--- src/rtl/uop_buffer_pkg.sv ---
// Shared instruction types for the uop fetch path: word/bundle formats,
// buffer geometry and the load FSM state encoding.
package uop_buffer_pkg;

  localparam int UOP_BUF_SIZE = 16;
  localparam int INSTR_W      = 32;
  localparam int ADDR_W       = $clog2(UOP_BUF_SIZE);
  // One bit wider than the address so a completely full buffer is representable.
  localparam int CNT_W        = ADDR_W + 1;

  localparam logic [INSTR_W-1:0] UOP_NOP = 32'h0000_0000;

  typedef logic [INSTR_W-1:0] instr_word_t;

  // The first word of a pair occupies the upper half of the bundle.
  typedef struct packed {
    instr_word_t first;
    instr_word_t second;
  } instruction_bundle;

  typedef enum logic [1:0] {
    IDLE = 2'd0,
    LOAD = 2'd1,
    DONE = 2'd2
  } load_state_e;

  function automatic instruction_bundle pack_bundle(input instr_word_t first,
                                                    input instr_word_t second);
    instruction_bundle b;
    b.first  = first;
    b.second = second;
    return b;
  endfunction

endpackage

--- src/rtl/uop_buffer_if.sv ---
// Loader stream and fetch read port of the uop buffer, bundled as one interface.
interface uop_buffer_if;
  import uop_buffer_pkg::*;

  logic                    load_start;
  logic                    in_valid;
  logic                    in_ready;
  logic [INSTR_W-1:0]      in_word;
  logic                    in_last;
  logic [ADDR_W-1:0]       uop_addr;
  instruction_bundle       uop;
  logic                    uop_valid;
  logic                    loaded;
  logic [CNT_W-1:0]        num_bundles;
  logic                    overflow;

  modport master (
    output load_start, in_valid, in_word, in_last, uop_addr,
    input  in_ready, uop, uop_valid, loaded, num_bundles, overflow
  );

  modport slave (
    input  load_start, in_valid, in_word, in_last, uop_addr,
    output in_ready, uop, uop_valid, loaded, num_bundles, overflow
  );

endinterface

--- src/rtl/uop_pack_fsm.sv ---
// Load FSM: pairs incoming instruction words into bundles and emits one write
// per bundle at an auto-incrementing, non-wrapping address.
module uop_pack_fsm
  import uop_buffer_pkg::*;
(
  input  logic              clk,
  input  logic              reset,
  input  logic              load_start,
  input  logic              in_valid,
  input  instr_word_t       in_word,
  input  logic              in_last,
  output logic              in_ready,
  output logic              wr_en,
  output logic [ADDR_W-1:0] wr_addr,
  output instruction_bundle wr_data,
  output logic              clr_valid,
  output logic              loaded,
  output logic [CNT_W-1:0]  num_bundles,
  output logic              overflow
);

  load_state_e      state_r, state_s;
  logic             slot_r, slot_s;
  instr_word_t      pending_r, pending_s;
  logic [CNT_W-1:0] wr_ptr_r, wr_ptr_s;
  logic             overflow_r, overflow_s;
  logic             full_s;

  assign full_s = (wr_ptr_r == CNT_W'(UOP_BUF_SIZE));

  // State, packing and pointer registers
  always_ff @(posedge clk) begin
    if (reset) begin
      state_r    <= IDLE;
      slot_r     <= 1'b0;
      pending_r  <= '0;
      wr_ptr_r   <= '0;
      overflow_r <= 1'b0;
    end else begin
      state_r    <= state_s;
      slot_r     <= slot_s;
      pending_r  <= pending_s;
      wr_ptr_r   <= wr_ptr_s;
      overflow_r <= overflow_s;
    end
  end

  // Next-state, bundle assembly and write-port control
  always_comb begin
    state_s    = state_r;
    slot_s     = slot_r;
    pending_s  = pending_r;
    wr_ptr_s   = wr_ptr_r;
    overflow_s = overflow_r;
    in_ready   = 1'b0;
    wr_en      = 1'b0;
    wr_data    = pack_bundle(pending_r, in_word);
    clr_valid  = 1'b0;

    if (load_start) begin
      // A restart wins over any word offered in the same cycle.
      state_s    = LOAD;
      slot_s     = 1'b0;
      wr_ptr_s   = '0;
      overflow_s = 1'b0;
      clr_valid  = 1'b1;
    end else begin
      case (state_r)
        IDLE: begin
          state_s = IDLE;
        end
        LOAD: begin
          in_ready = !full_s;
          if (full_s) begin
            if (in_valid) begin
              overflow_s = 1'b1;
              state_s    = DONE;
            end else begin
              state_s = LOAD;
            end
          end else if (in_valid) begin
            if (!slot_r) begin
              pending_s = in_word;
              slot_s    = 1'b1;
              if (in_last) begin
                // Odd-length program: close the bundle with a NOP right away.
                wr_en    = 1'b1;
                wr_data  = pack_bundle(in_word, UOP_NOP);
                wr_ptr_s = wr_ptr_r + CNT_W'(1);
                state_s  = DONE;
              end else begin
                state_s = LOAD;
              end
            end else begin
              wr_en    = 1'b1;
              wr_data  = pack_bundle(pending_r, in_word);
              wr_ptr_s = wr_ptr_r + CNT_W'(1);
              slot_s   = 1'b0;
              if (in_last) begin
                state_s = DONE;
              end else begin
                state_s = LOAD;
              end
            end
          end else begin
            state_s = LOAD;
          end
        end
        DONE: begin
          state_s = DONE;
        end
        default: begin
          state_s = IDLE;
        end
      endcase
    end
  end

  assign wr_addr     = wr_ptr_r[ADDR_W-1:0];
  assign loaded      = (state_r == DONE);
  assign num_bundles = wr_ptr_r;
  assign overflow    = overflow_r;

endmodule

--- src/rtl/uop_buffer.sv ---
// Uop bundle store: packed loader writes on one side, combinational fetch reads
// with per-entry valid bits on the other.
module uop_buffer
  import uop_buffer_pkg::*;
(
  input logic         clk,
  input logic         reset,
  uop_buffer_if.slave bus
);

  instruction_bundle        mem_r [UOP_BUF_SIZE];
  logic [UOP_BUF_SIZE-1:0]  valid_r;

  logic                     wr_en_s;
  logic [ADDR_W-1:0]        wr_addr_s;
  instruction_bundle        wr_data_s;
  logic                     clr_valid_s;

  uop_pack_fsm u_pack (
    .clk         (clk),
    .reset       (reset),
    .load_start  (bus.load_start),
    .in_valid    (bus.in_valid),
    .in_word     (bus.in_word),
    .in_last     (bus.in_last),
    .in_ready    (bus.in_ready),
    .wr_en       (wr_en_s),
    .wr_addr     (wr_addr_s),
    .wr_data     (wr_data_s),
    .clr_valid   (clr_valid_s),
    .loaded      (bus.loaded),
    .num_bundles (bus.num_bundles),
    .overflow    (bus.overflow)
  );

  // Storage and valid bits; a restart only invalidates, the data stays put
  always_ff @(posedge clk) begin
    if (reset) begin
      valid_r <= '0;
      for (int i = 0; i < UOP_BUF_SIZE; i++) begin
        mem_r[i] <= '0;
      end
    end else if (clr_valid_s) begin
      valid_r <= '0;
    end else if (wr_en_s) begin
      mem_r[wr_addr_s]   <= wr_data_s;
      valid_r[wr_addr_s] <= 1'b1;
    end
  end

  // Read returns pre-write contents; a same-cycle write shows up next cycle.
  assign bus.uop       = mem_r[bus.uop_addr];
  assign bus.uop_valid = valid_r[bus.uop_addr];

endmodule
--- src/flat_wrapper.sv ---
// flat-port wrapper written by rule: the top's interface ports become plain ports
module uop_buffer_flat import uop_buffer_pkg::*;
  (clk, reset, bus_load_start, bus_in_valid, bus_in_word, bus_in_last, bus_uop_addr, bus_in_ready, bus_uop, bus_uop_valid, bus_loaded, bus_num_bundles, bus_overflow);
  uop_buffer_if bus_i ();
  input logic clk;
  input logic reset;
  input wire logic [$bits(bus_i.load_start)-1:0] bus_load_start;
  input wire logic [$bits(bus_i.in_valid)-1:0] bus_in_valid;
  input wire logic [$bits(bus_i.in_word)-1:0] bus_in_word;
  input wire logic [$bits(bus_i.in_last)-1:0] bus_in_last;
  input wire logic [$bits(bus_i.uop_addr)-1:0] bus_uop_addr;
  output wire logic [$bits(bus_i.in_ready)-1:0] bus_in_ready;
  output wire logic [$bits(bus_i.uop)-1:0] bus_uop;
  output wire logic [$bits(bus_i.uop_valid)-1:0] bus_uop_valid;
  output wire logic [$bits(bus_i.loaded)-1:0] bus_loaded;
  output wire logic [$bits(bus_i.num_bundles)-1:0] bus_num_bundles;
  output wire logic [$bits(bus_i.overflow)-1:0] bus_overflow;
  assign bus_i.load_start = bus_load_start;
  assign bus_i.in_valid = bus_in_valid;
  assign bus_i.in_word = bus_in_word;
  assign bus_i.in_last = bus_in_last;
  assign bus_i.uop_addr = bus_uop_addr;
  assign bus_in_ready = bus_i.in_ready;
  assign bus_uop = bus_i.uop;
  assign bus_uop_valid = bus_i.uop_valid;
  assign bus_loaded = bus_i.loaded;
  assign bus_num_bundles = bus_i.num_bundles;
  assign bus_overflow = bus_i.overflow;
  uop_buffer u_core (.clk(clk), .reset(reset), .bus(bus_i));
endmodule
--- config.mk ---
export PLATFORM = sky130hd
export DESIGN_NAME = uop_buffer_flat
export DESIGN_NICKNAME = d
export VERILOG_FILES = /design/src/rtl/uop_buffer_pkg.sv /design/src/rtl/uop_buffer_if.sv /design/src/rtl/uop_pack_fsm.sv /design/src/rtl/uop_buffer.sv /design/src/flat_wrapper.sv
export SDC_FILE = /design/constraint.sdc
export NUM_CORES = 1
export LEC_CHECK = 0
export BUFFER_PORTS_ARGS = -buffer_cell sky130_fd_sc_hd__clkbuf_2
export CAP_MARGIN = 20
export CORE_ASPECT_RATIO = 0.8
export CORE_MARGIN = 2
export CORE_UTILIZATION = 30
export DETAILED_ROUTE_END_ITERATION = 10
export GPL_TIMING_DRIVEN = 0
export REMOVE_ABC_BUFFERS = 1
export SLEW_MARGIN = 30
export SYNTH_ARGS = -nofsm -noshare
export SYNTH_HDL_FRONTEND = slang
export SYNTH_SLANG_ARGS = --single-unit
export TNS_END_PERCENT = 1
--- constraint.sdc ---
create_clock -name clk -period 6.7 [get_ports clk]
set_input_delay 0.67 -clock clk [delete_from_list [all_inputs] [get_ports clk]]
set_output_delay 0.67 -clock clk [all_outputs]
set_load 0.02 [all_outputs]
# ---- Word-level counts from Yosys, hierarchy flattened
# Memories as Yosys holds them, arrays and structs flattened.
# Cells that the tools add are included.
dict set report totals {
  ram_bits 1024
  output_inout_bits 73
  in_bits 41
  reg_bits 57
  n_memories 1
}
# name words word_bits rd rd_ports_with_merged_regs write_ports line_no
set mem_list {}
lappend mem_list {u_core.mem_r 16 64 1 0 16 uop_buffer.sv:11} ;# instruction_bundle mem_r [UOP_BUF_SIZE];
dict set report op_classes {
  n_bitwise 4
  n_eq_ne 3
  reduce_logical 10
  n_addsub 1
  order_cmp 3
  muxes 37
}
# cell count
set op_table {}
lappend op_table {{$mux W64} 7}
lappend op_table {{$reduce_or A64 Y1} 1}
lappend op_table {{$mux W1} 20}
lappend op_table {{$or A16 B16 Y16} 1}
lappend op_table {{$lt A4 B5 Y1 const B} 2}
lappend op_table {{$mux W5} 2}
lappend op_table {{$mux W2} 4}
lappend op_table {{$reduce_and A3 Y1} 2}
lappend op_table {{$add A5 B1 Y5 const B} 1}
lappend op_table {{$eq A5 B5 Y1 const B} 1}
lappend op_table {{$reduce_and A5 Y1} 1}
lappend op_table {{$bmux W1 S4} 1}
lappend op_table {{$demux W1 S4} 1}
lappend op_table {{$ge A4 B1 Y1 const B} 1}
lappend op_table {{$mux W4} 1}
lappend op_table {{$pmux W2 S2} 1}
lappend op_table {{$reduce_and A4 Y1} 1}
lappend op_table {{$reduce_or A2 Y1} 2}
lappend op_table {{$not A1 Y1} 3}
lappend op_table {{$eq A2 B1 Y1 const B} 1}
lappend op_table {{$eq A2 B2 Y1 const B} 1}
lappend op_table {{$reduce_bool A2 Y1} 1}
lappend op_table {{$logic_and A1 B1 Y1} 1}
lappend op_table {{$logic_not A1 Y1} 1}

# ---- Depth between registers and ports, before layout
dict set report logic_depth {
  word_depth 12
  mapped_depth 10
  mapped_depth_nobuf 6
}

# ---- Modules after synthesis
# From an unflattened synthesis, not the netlist that was laid out.
dict set report hier_totals {
  hier_cells 3345
  hier_area_um2 46893.7
}
# module cells_per_inst seq_area_each_um2 area_per_inst_um2 instances
set modules_own_cells {}
lappend modules_own_cells {uop_buffer 3068 31069.8 44451.4 1}
lappend modules_own_cells {uop_pack_fsm 277 820.8 2442.3 1}

# ---- Least setup slack after synthesis
# Ideal clock, no wire load.
dict set report synth_path {
  path_kind {reg-to-reg}
  startpoint {register u_core.u_pack.wr_ptr_r[0] (netlist: u_core.u_pack.num_bundles[0])}
  endpoint {memory u_core.mem_r[0][0] (netlist bit), enable pin}
  path_slack_ps 1369
  setup_time_ps 499
  period_less_slack_ps 5331
  path_stages_with_launch 9
  path_buffers 2
  t_arrival_ps 4831
  cell_sequence {dfxtp_1 > inv_1 > ha_1 > and4bb_1 > buf_4 > nor3_4 > buf_6 > nand2_1 > o21bai_1}
}
# element line_no
set synth_rtl {}
lappend synth_rtl {{from (decl)} uop_pack_fsm.sv:25} ;# logic [CNT_W-1:0] wr_ptr_r, wr_ptr_s;
lappend synth_rtl {{from (signal assigned)} uop_pack_fsm.sv:43} ;# wr_ptr_r <= wr_ptr_s;
lappend synth_rtl {{to (decl)} uop_buffer.sv:11}

# ---- Final worst setup path
dict set report layout_path {
  startpoint {input bus_uop_addr[0]}
  endpoint {output bus_uop[5]}
}
dict set report layout_via {
  elab_chain_cells 1
}
# element line_no
set layout_rtl {}
lappend layout_rtl {{from (decl)} flat_wrapper.sv:11} ;# input wire logic [$bits(bus_i.uop_addr)-1:0] bus_uop_addr;
lappend layout_rtl {{$mem_v2 Z16 W64} --}
lappend layout_rtl {{to (decl)} flat_wrapper.sv:13} ;# output wire logic [$bits(bus_i.uop)-1:0] bus_uop;
# Every way passes these cells.

==> flow_summary.html <==
<table>
<tr><th>Metric</th><th>Value</th></tr>
<tr><th colspan="2">Run status</th></tr>
<tr><td>Status</td><td>finished, final reports clean</td></tr>
<tr><th colspan="2">Synth</th></tr>
<tr><td>Area fraction of the dominant cell type after synthesis</td><td>0.669</td></tr>
<tr><td>Count of synthesis-stage warnings from yosys</td><td>0</td></tr>
<tr><td>Number of instances in the synthesized netlist</td><td>3,138</td></tr>
<tr><td>Flip-flop cell with the highest count after synthesis</td><td>sky130_fd_sc_hd__edfxtp_1</td></tr>
<tr><td>Proportion of register bits with asynchronous set or reset after synthesis</td><td>0</td></tr>
<tr><td>Distinct cell type count after synthesis</td><td>44</td></tr>
<tr><td>Post-synthesis cell type with the largest combined area</td><td>sky130_fd_sc_hd__edfxtp_1</td></tr>
<tr><td>Sequential share of the synthesized area</td><td>0.694</td></tr>
<tr><td>EDFF count, synth</td><td>1,024</td></tr>
<tr><td>Post-synthesis instance area</td><td>45,900 µm²</td></tr>
<tr><td>Synthesized flop and latch total</td><td>1,081</td></tr>
<tr><td>Syn Area/Cell</td><td>14.6 µm²</td></tr>
<tr><td>Top post-synthesis cells by area</td><td>sky130_fd_sc_hd__edfxtp_1, sky130_fd_sc_hd__mux4_2, sky130_fd_sc_hd__nor2_1, sky130_fd_sc_hd__dfxtp_1, sky130_fd_sc_hd__a22oi_1</td></tr>
<tr><th colspan="2">Detailed routing</th></tr>
<tr><td>Met2 routed WL</td><td>64,200 µm</td></tr>
<tr><td>Wirelength per Cell</td><td>27.0 µm</td></tr>
<tr><td>Number of optimization iterations in the first detailed-route pass</td><td>5</td></tr>
<tr><td>Per-cell via count in the routed design</td><td>5.39</td></tr>
<tr><td>Count of routing violations after the opening detailed-route iteration</td><td>3,897</td></tr>
<tr><td>Met1 routed wirelength after detailed routing</td><td>60,800 µm</td></tr>
<tr><td>Number of nets with antenna violations after detailed routing</td><td>0</td></tr>
<tr><td>Via total after detailed routing</td><td>28,800</td></tr>
<tr><td>Highest metal used</td><td>met5</td></tr>
<tr><td>Met3 routed WL</td><td>15,700 µm</td></tr>
<tr><td>DRC Markers</td><td>0</td></tr>
<tr><td>Final routed wirelength across all metal layers</td><td>144,000 µm</td></tr>
<tr><th colspan="2">Power and ir drop</th></tr>
<tr><td>Power Density</td><td>270 nW/µm²</td></tr>
<tr><td>Leakage power of the design</td><td>18.9 nW</td></tr>
<tr><td>Worst-case vdd ir drop</td><td>0.000201 V</td></tr>
<tr><th colspan="2">Floorplan</th></tr>
<tr><td>Die Y-Extent</td><td>354 µm</td></tr>
<tr><td>Core ar.</td><td>152,000 µm²</td></tr>
<tr><td>Number of rows in the core area</td><td>128</td></tr>
<tr><td>Die Footprint</td><td>156,000 µm²</td></tr>
<tr><td>Starting utilization of the core area</td><td>0.302</td></tr>
<tr><td>I/O pins</td><td>114</td></tr>
<tr><td>Width of the chip</td><td>441 µm</td></tr>
<tr><th colspan="2">STA</th></tr>
<tr><td>Setup Skew</td><td>0.0321 ns</td></tr>
<tr><td>Final period utilization</td><td>0.643</td></tr>
<tr><td>Worst slew margin relative to its limit</td><td>0.357</td></tr>
<tr><td>Setup TNS</td><td>0 ns</td></tr>
<tr><td>Worst slack on hold paths</td><td>0.226 ns</td></tr>
<tr><td>Final critical delay including setup and external delays</td><td>4.31 ns</td></tr>
<tr><td>Max-slew violation total from the final report</td><td>0</td></tr>
<tr><td>RSZ-0062 raised after global routing</td><td>no</td></tr>
<tr><td>Transition time at the pin with the least slew margin</td><td>0.945 ns</td></tr>
<tr><td>Final Hold Vio Count</td><td>0</td></tr>
<tr><td>Maximum operating frequency</td><td>232 MHz</td></tr>
<tr><td>Number of failing setup endpoints in the final timing report</td><td>0</td></tr>
<tr><th colspan="2">Placement</th></tr>
<tr><td>Number of cells after detailed placement</td><td>5,143</td></tr>
<tr><td>Final weighted congestion in routability-driven placement</td><td>0.702</td></tr>
<tr><td>Cell area after placement</td><td>51,900 µm²</td></tr>
<tr><td>HPWL after detailed placement</td><td>95,200 µm</td></tr>
<tr><td>Number of port buffers</td><td>113</td></tr>
<tr><th colspan="2">Clock network</th></tr>
<tr><td>Clock net sink count</td><td>1,081</td></tr>
<tr><td>H-tree levels</td><td>3</td></tr>
<tr><td>Inserted Clock Buffers</td><td>102</td></tr>
<tr><td>Post-CTS clock slew at the launch and capture registers of the worst setup and hold paths</td><td>0.06 ns</td></tr>
<tr><td>Number of instances resized during post-cts repair</td><td>0</td></tr>
<tr><td>Clock insertion delay at the later pin of the skew report</td><td>0.71 ns</td></tr>
<tr><td>TritonCTS clock tree</td><td>built</td></tr>
<tr><td>Root buffer cell</td><td>sky130_fd_sc_hd__clkbuf_16</td></tr>
<tr><td>Maximum buffer depth of the clock tree</td><td>3</td></tr>
<tr><td>Post-CTS setup buffers</td><td>0</td></tr>
<tr><td>CTS Hold Bufs</td><td>0</td></tr>
<tr><th colspan="2">Worst setup path</th></tr>
<tr><td>Crit start category</td><td>primary input</td></tr>
<tr><td>Arrival time of the worst setup path</td><td>3.64 ns</td></tr>
<tr><td>R2R Setup Slk</td><td>2.42 ns</td></tr>
<tr><td>Crit Reg-Reg Startpoint</td><td>u_core.u_pack.num_bundles[0]</td></tr>
<tr><td>Critical Path RT</td><td>6.03 ns</td></tr>
<tr><td>Kind of end point of the critical path</td><td>output port</td></tr>
<tr><td>Largest fanout on the critical path</td><td>47</td></tr>
<tr><td>Type of the setup path with the least slack</td><td>in2out</td></tr>
<tr><td>Endpoint of the worst register-to-register path</td><td>u_core.mem_r[12][58]</td></tr>
<tr><td>Logic depth of the worst register-to-register path</td><td>11</td></tr>
<tr><th colspan="2">Hold path</th></tr>
<tr><td>Launch point of the worst hold path</td><td>bus_in_word[11]</td></tr>
<tr><td>Cell count of the worst hold path</td><td>3</td></tr>
<tr><td>Path category of the worst min-delay check</td><td>in2reg</td></tr>
<tr><td>Hold Path Sink</td><td>u_core.u_pack.pending_r[11]</td></tr>
<tr><th colspan="2">Finish</th></tr>
<tr><td>Share of final-layout standard cells stronger than drive strength 1</td><td>0.239</td></tr>
<tr><td>Most common cell after layout, fill and taps aside</td><td>sky130_fd_sc_hd__nor2_1</td></tr>
<tr><td>Total non-filler cell area in the finished layout</td><td>55,300 µm²</td></tr>
<tr><td>Area added between synthesis and finish</td><td>20.5%</td></tr>
<tr><td>Top library cells by usage in the layout, fill and taps aside</td><td>sky130_fd_sc_hd__nor2_1, sky130_fd_sc_hd__edfxtp_1, sky130_fd_sc_hd__mux4_2</td></tr>
<tr><td>Count of fill cells added during filler insertion</td><td>14,100</td></tr>
<tr><td>Final instance count without filler cells</td><td>5,336</td></tr>
<tr><td>Final #Nets</td><td>3,279</td></tr>
<tr><th colspan="2">Job</th></tr>
<tr><td>Max_cap viols</td><td>0</td></tr>
<tr><th colspan="2">Global route</th></tr>
<tr><td>First-pass GRT wire length</td><td>206,000 µm</td></tr>
<tr><td>Total GRT Usage</td><td>0.182</td></tr>
<tr><td>Via count of the first global-routing pass</td><td>28,600</td></tr>
<tr><td>Maximum number of pins on one net before global-route repair</td><td>71</td></tr>
<tr><td>Antenna violations before repair</td><td>10</td></tr>
<tr><td>Overflow left after global routing</td><td>0</td></tr>
</table>
[sequential cells by signal, indices dropped and copies added (netlist names)]
signal and cells:
u_core.u_pack.overflow 1, u_core.valid_r 16, u_core.u_pack.num_bundles 5, u_core.u_pack.slot_r 1, u_core.u_pack.state_r 2, u_core.mem_r 1024, u_core.u_pack.pending_r 32
[cells by family (layout without fill, tap and decap cells)]
| logic type | Yosys count | after routing | synth area share |
|---|---|---|---|
| compound gates | 192 | 192 | 0.0293 |
| xor+xnor | 5 | 5 | 0.000954 |
| fa+ha+maj | 6 | 6 | 0.00163 |
| buf+inv | 290 | 472 | 0.0284 |
| flops | 1081 | 1081 | 0.694 |
| mux | 293 | 293 | 0.137 |
| other cells | 0 | 1 | 0 |
| simple gates | 1271 | 1271 | 0.109 |
[worst max path at each step]
stage	slack (ns)	startpoint	end
2_1_floorplan	0.59	u_core.u_pack.num_bundles[0]	u_core.mem_r[7][32]
3_3_place_gp	-5.11	bus_uop_addr[0]	bus_uop[35]
3_5_place_dp	2.37	bus_uop_addr[0]	bus_uop[4]
4_1_cts	2.33	bus_uop_addr[0]	bus_uop[5]
5_1_grt	2.18	u_core.u_pack.num_bundles[0]	u_core.mem_r[8][44]
6_report	2.39	bus_uop_addr[0]	bus_uop[5]
[layer usage]
metal	up-vias	global-route usage
met5	-	0
met4	10	0.0471
met2	1786	0.270
met3	249	0.0357
li1	11700	-
met1	15000	0.273
[cells in the mapped netlist (2+ instances only)]
cell type                     n
sky130_fd_sc_hd__a21oi_1     35
sky130_fd_sc_hd__a22oi_1    130
sky130_fd_sc_hd__a31oi_1      4
sky130_fd_sc_hd__and2_1       2
sky130_fd_sc_hd__buf_1       33
sky130_fd_sc_hd__buf_2      120
sky130_fd_sc_hd__buf_4        3
sky130_fd_sc_hd__buf_6        7
sky130_fd_sc_hd__clkbuf_1   121
sky130_fd_sc_hd__dfxtp_1     57
sky130_fd_sc_hd__edfxtp_1  1024
sky130_fd_sc_hd__ha_1         6
sky130_fd_sc_hd__inv_1        6
sky130_fd_sc_hd__mux2i_1      8
sky130_fd_sc_hd__mux2i_2     25
sky130_fd_sc_hd__mux4_2     260
sky130_fd_sc_hd__nand2_1    156
sky130_fd_sc_hd__nand2_2     30
sky130_fd_sc_hd__nand3_1     12
sky130_fd_sc_hd__nand3_2      4
sky130_fd_sc_hd__nand4_1      2
sky130_fd_sc_hd__nor2_1    1043
sky130_fd_sc_hd__nor2_2       2
sky130_fd_sc_hd__nor2b_1      2
sky130_fd_sc_hd__nor3_1       2
sky130_fd_sc_hd__nor3b_1      2
sky130_fd_sc_hd__nor4_1       2
sky130_fd_sc_hd__o21a_1       3
sky130_fd_sc_hd__o21ai_0      2
sky130_fd_sc_hd__o21bai_1    15
sky130_fd_sc_hd__o31ai_1      2
sky130_fd_sc_hd__or2_2        3
sky130_fd_sc_hd__xnor2_1      3
sky130_fd_sc_hd__xor2_1       2
[where the power goes]
part	switching, mW	internal (mW)
sequential	0.0713	7.62
clock	2.62	3.43
combinational	0.736	0.489
[metrics by stage]
step	setup WS [ns]	utilization	total power [mW]
4_1_cts	2.33	0.364	15.0
6_report	2.39	0.364	15.0
3_3_place_gp	-5.11	0.314	9.06
2_1_floorplan	0.590	-	8.39
3_5_place_dp	2.37	0.341	9.07
5_1_grt	2.18	0.364	15.4
[area by class of cell]
type	count	area (µm²)	share of cell area
tap	2015	2520	0.0456
sequential	1081	31900	0.576
clock buffer	137	2830	0.0511
clock inverter	55	621	0.0112
timing repair buffer	274	4310	0.0778
antenna	1	2.50	0.0000452
multi-input combinational	1767	13100	0.238
inverter	6	22.5	0.000407
[critical path, cell delays in order]
cell and delay, ns:
sky130_fd_sc_hd__clkbuf_8 0.26, sky130_fd_sc_hd__buf_16 0.31, sky130_fd_sc_hd__buf_16 0.29, sky130_fd_sc_hd__buf_16 0.36, sky130_fd_sc_hd__buf_16 0.36, sky130_fd_sc_hd__mux4_2 0.54
sky130_fd_sc_hd__a22oi_1 0.27, sky130_fd_sc_hd__nand2_1 0.20, sky130_fd_sc_hd__clkbuf_2 0.20
No activity file was read; power rests on OpenSTA's default activity.
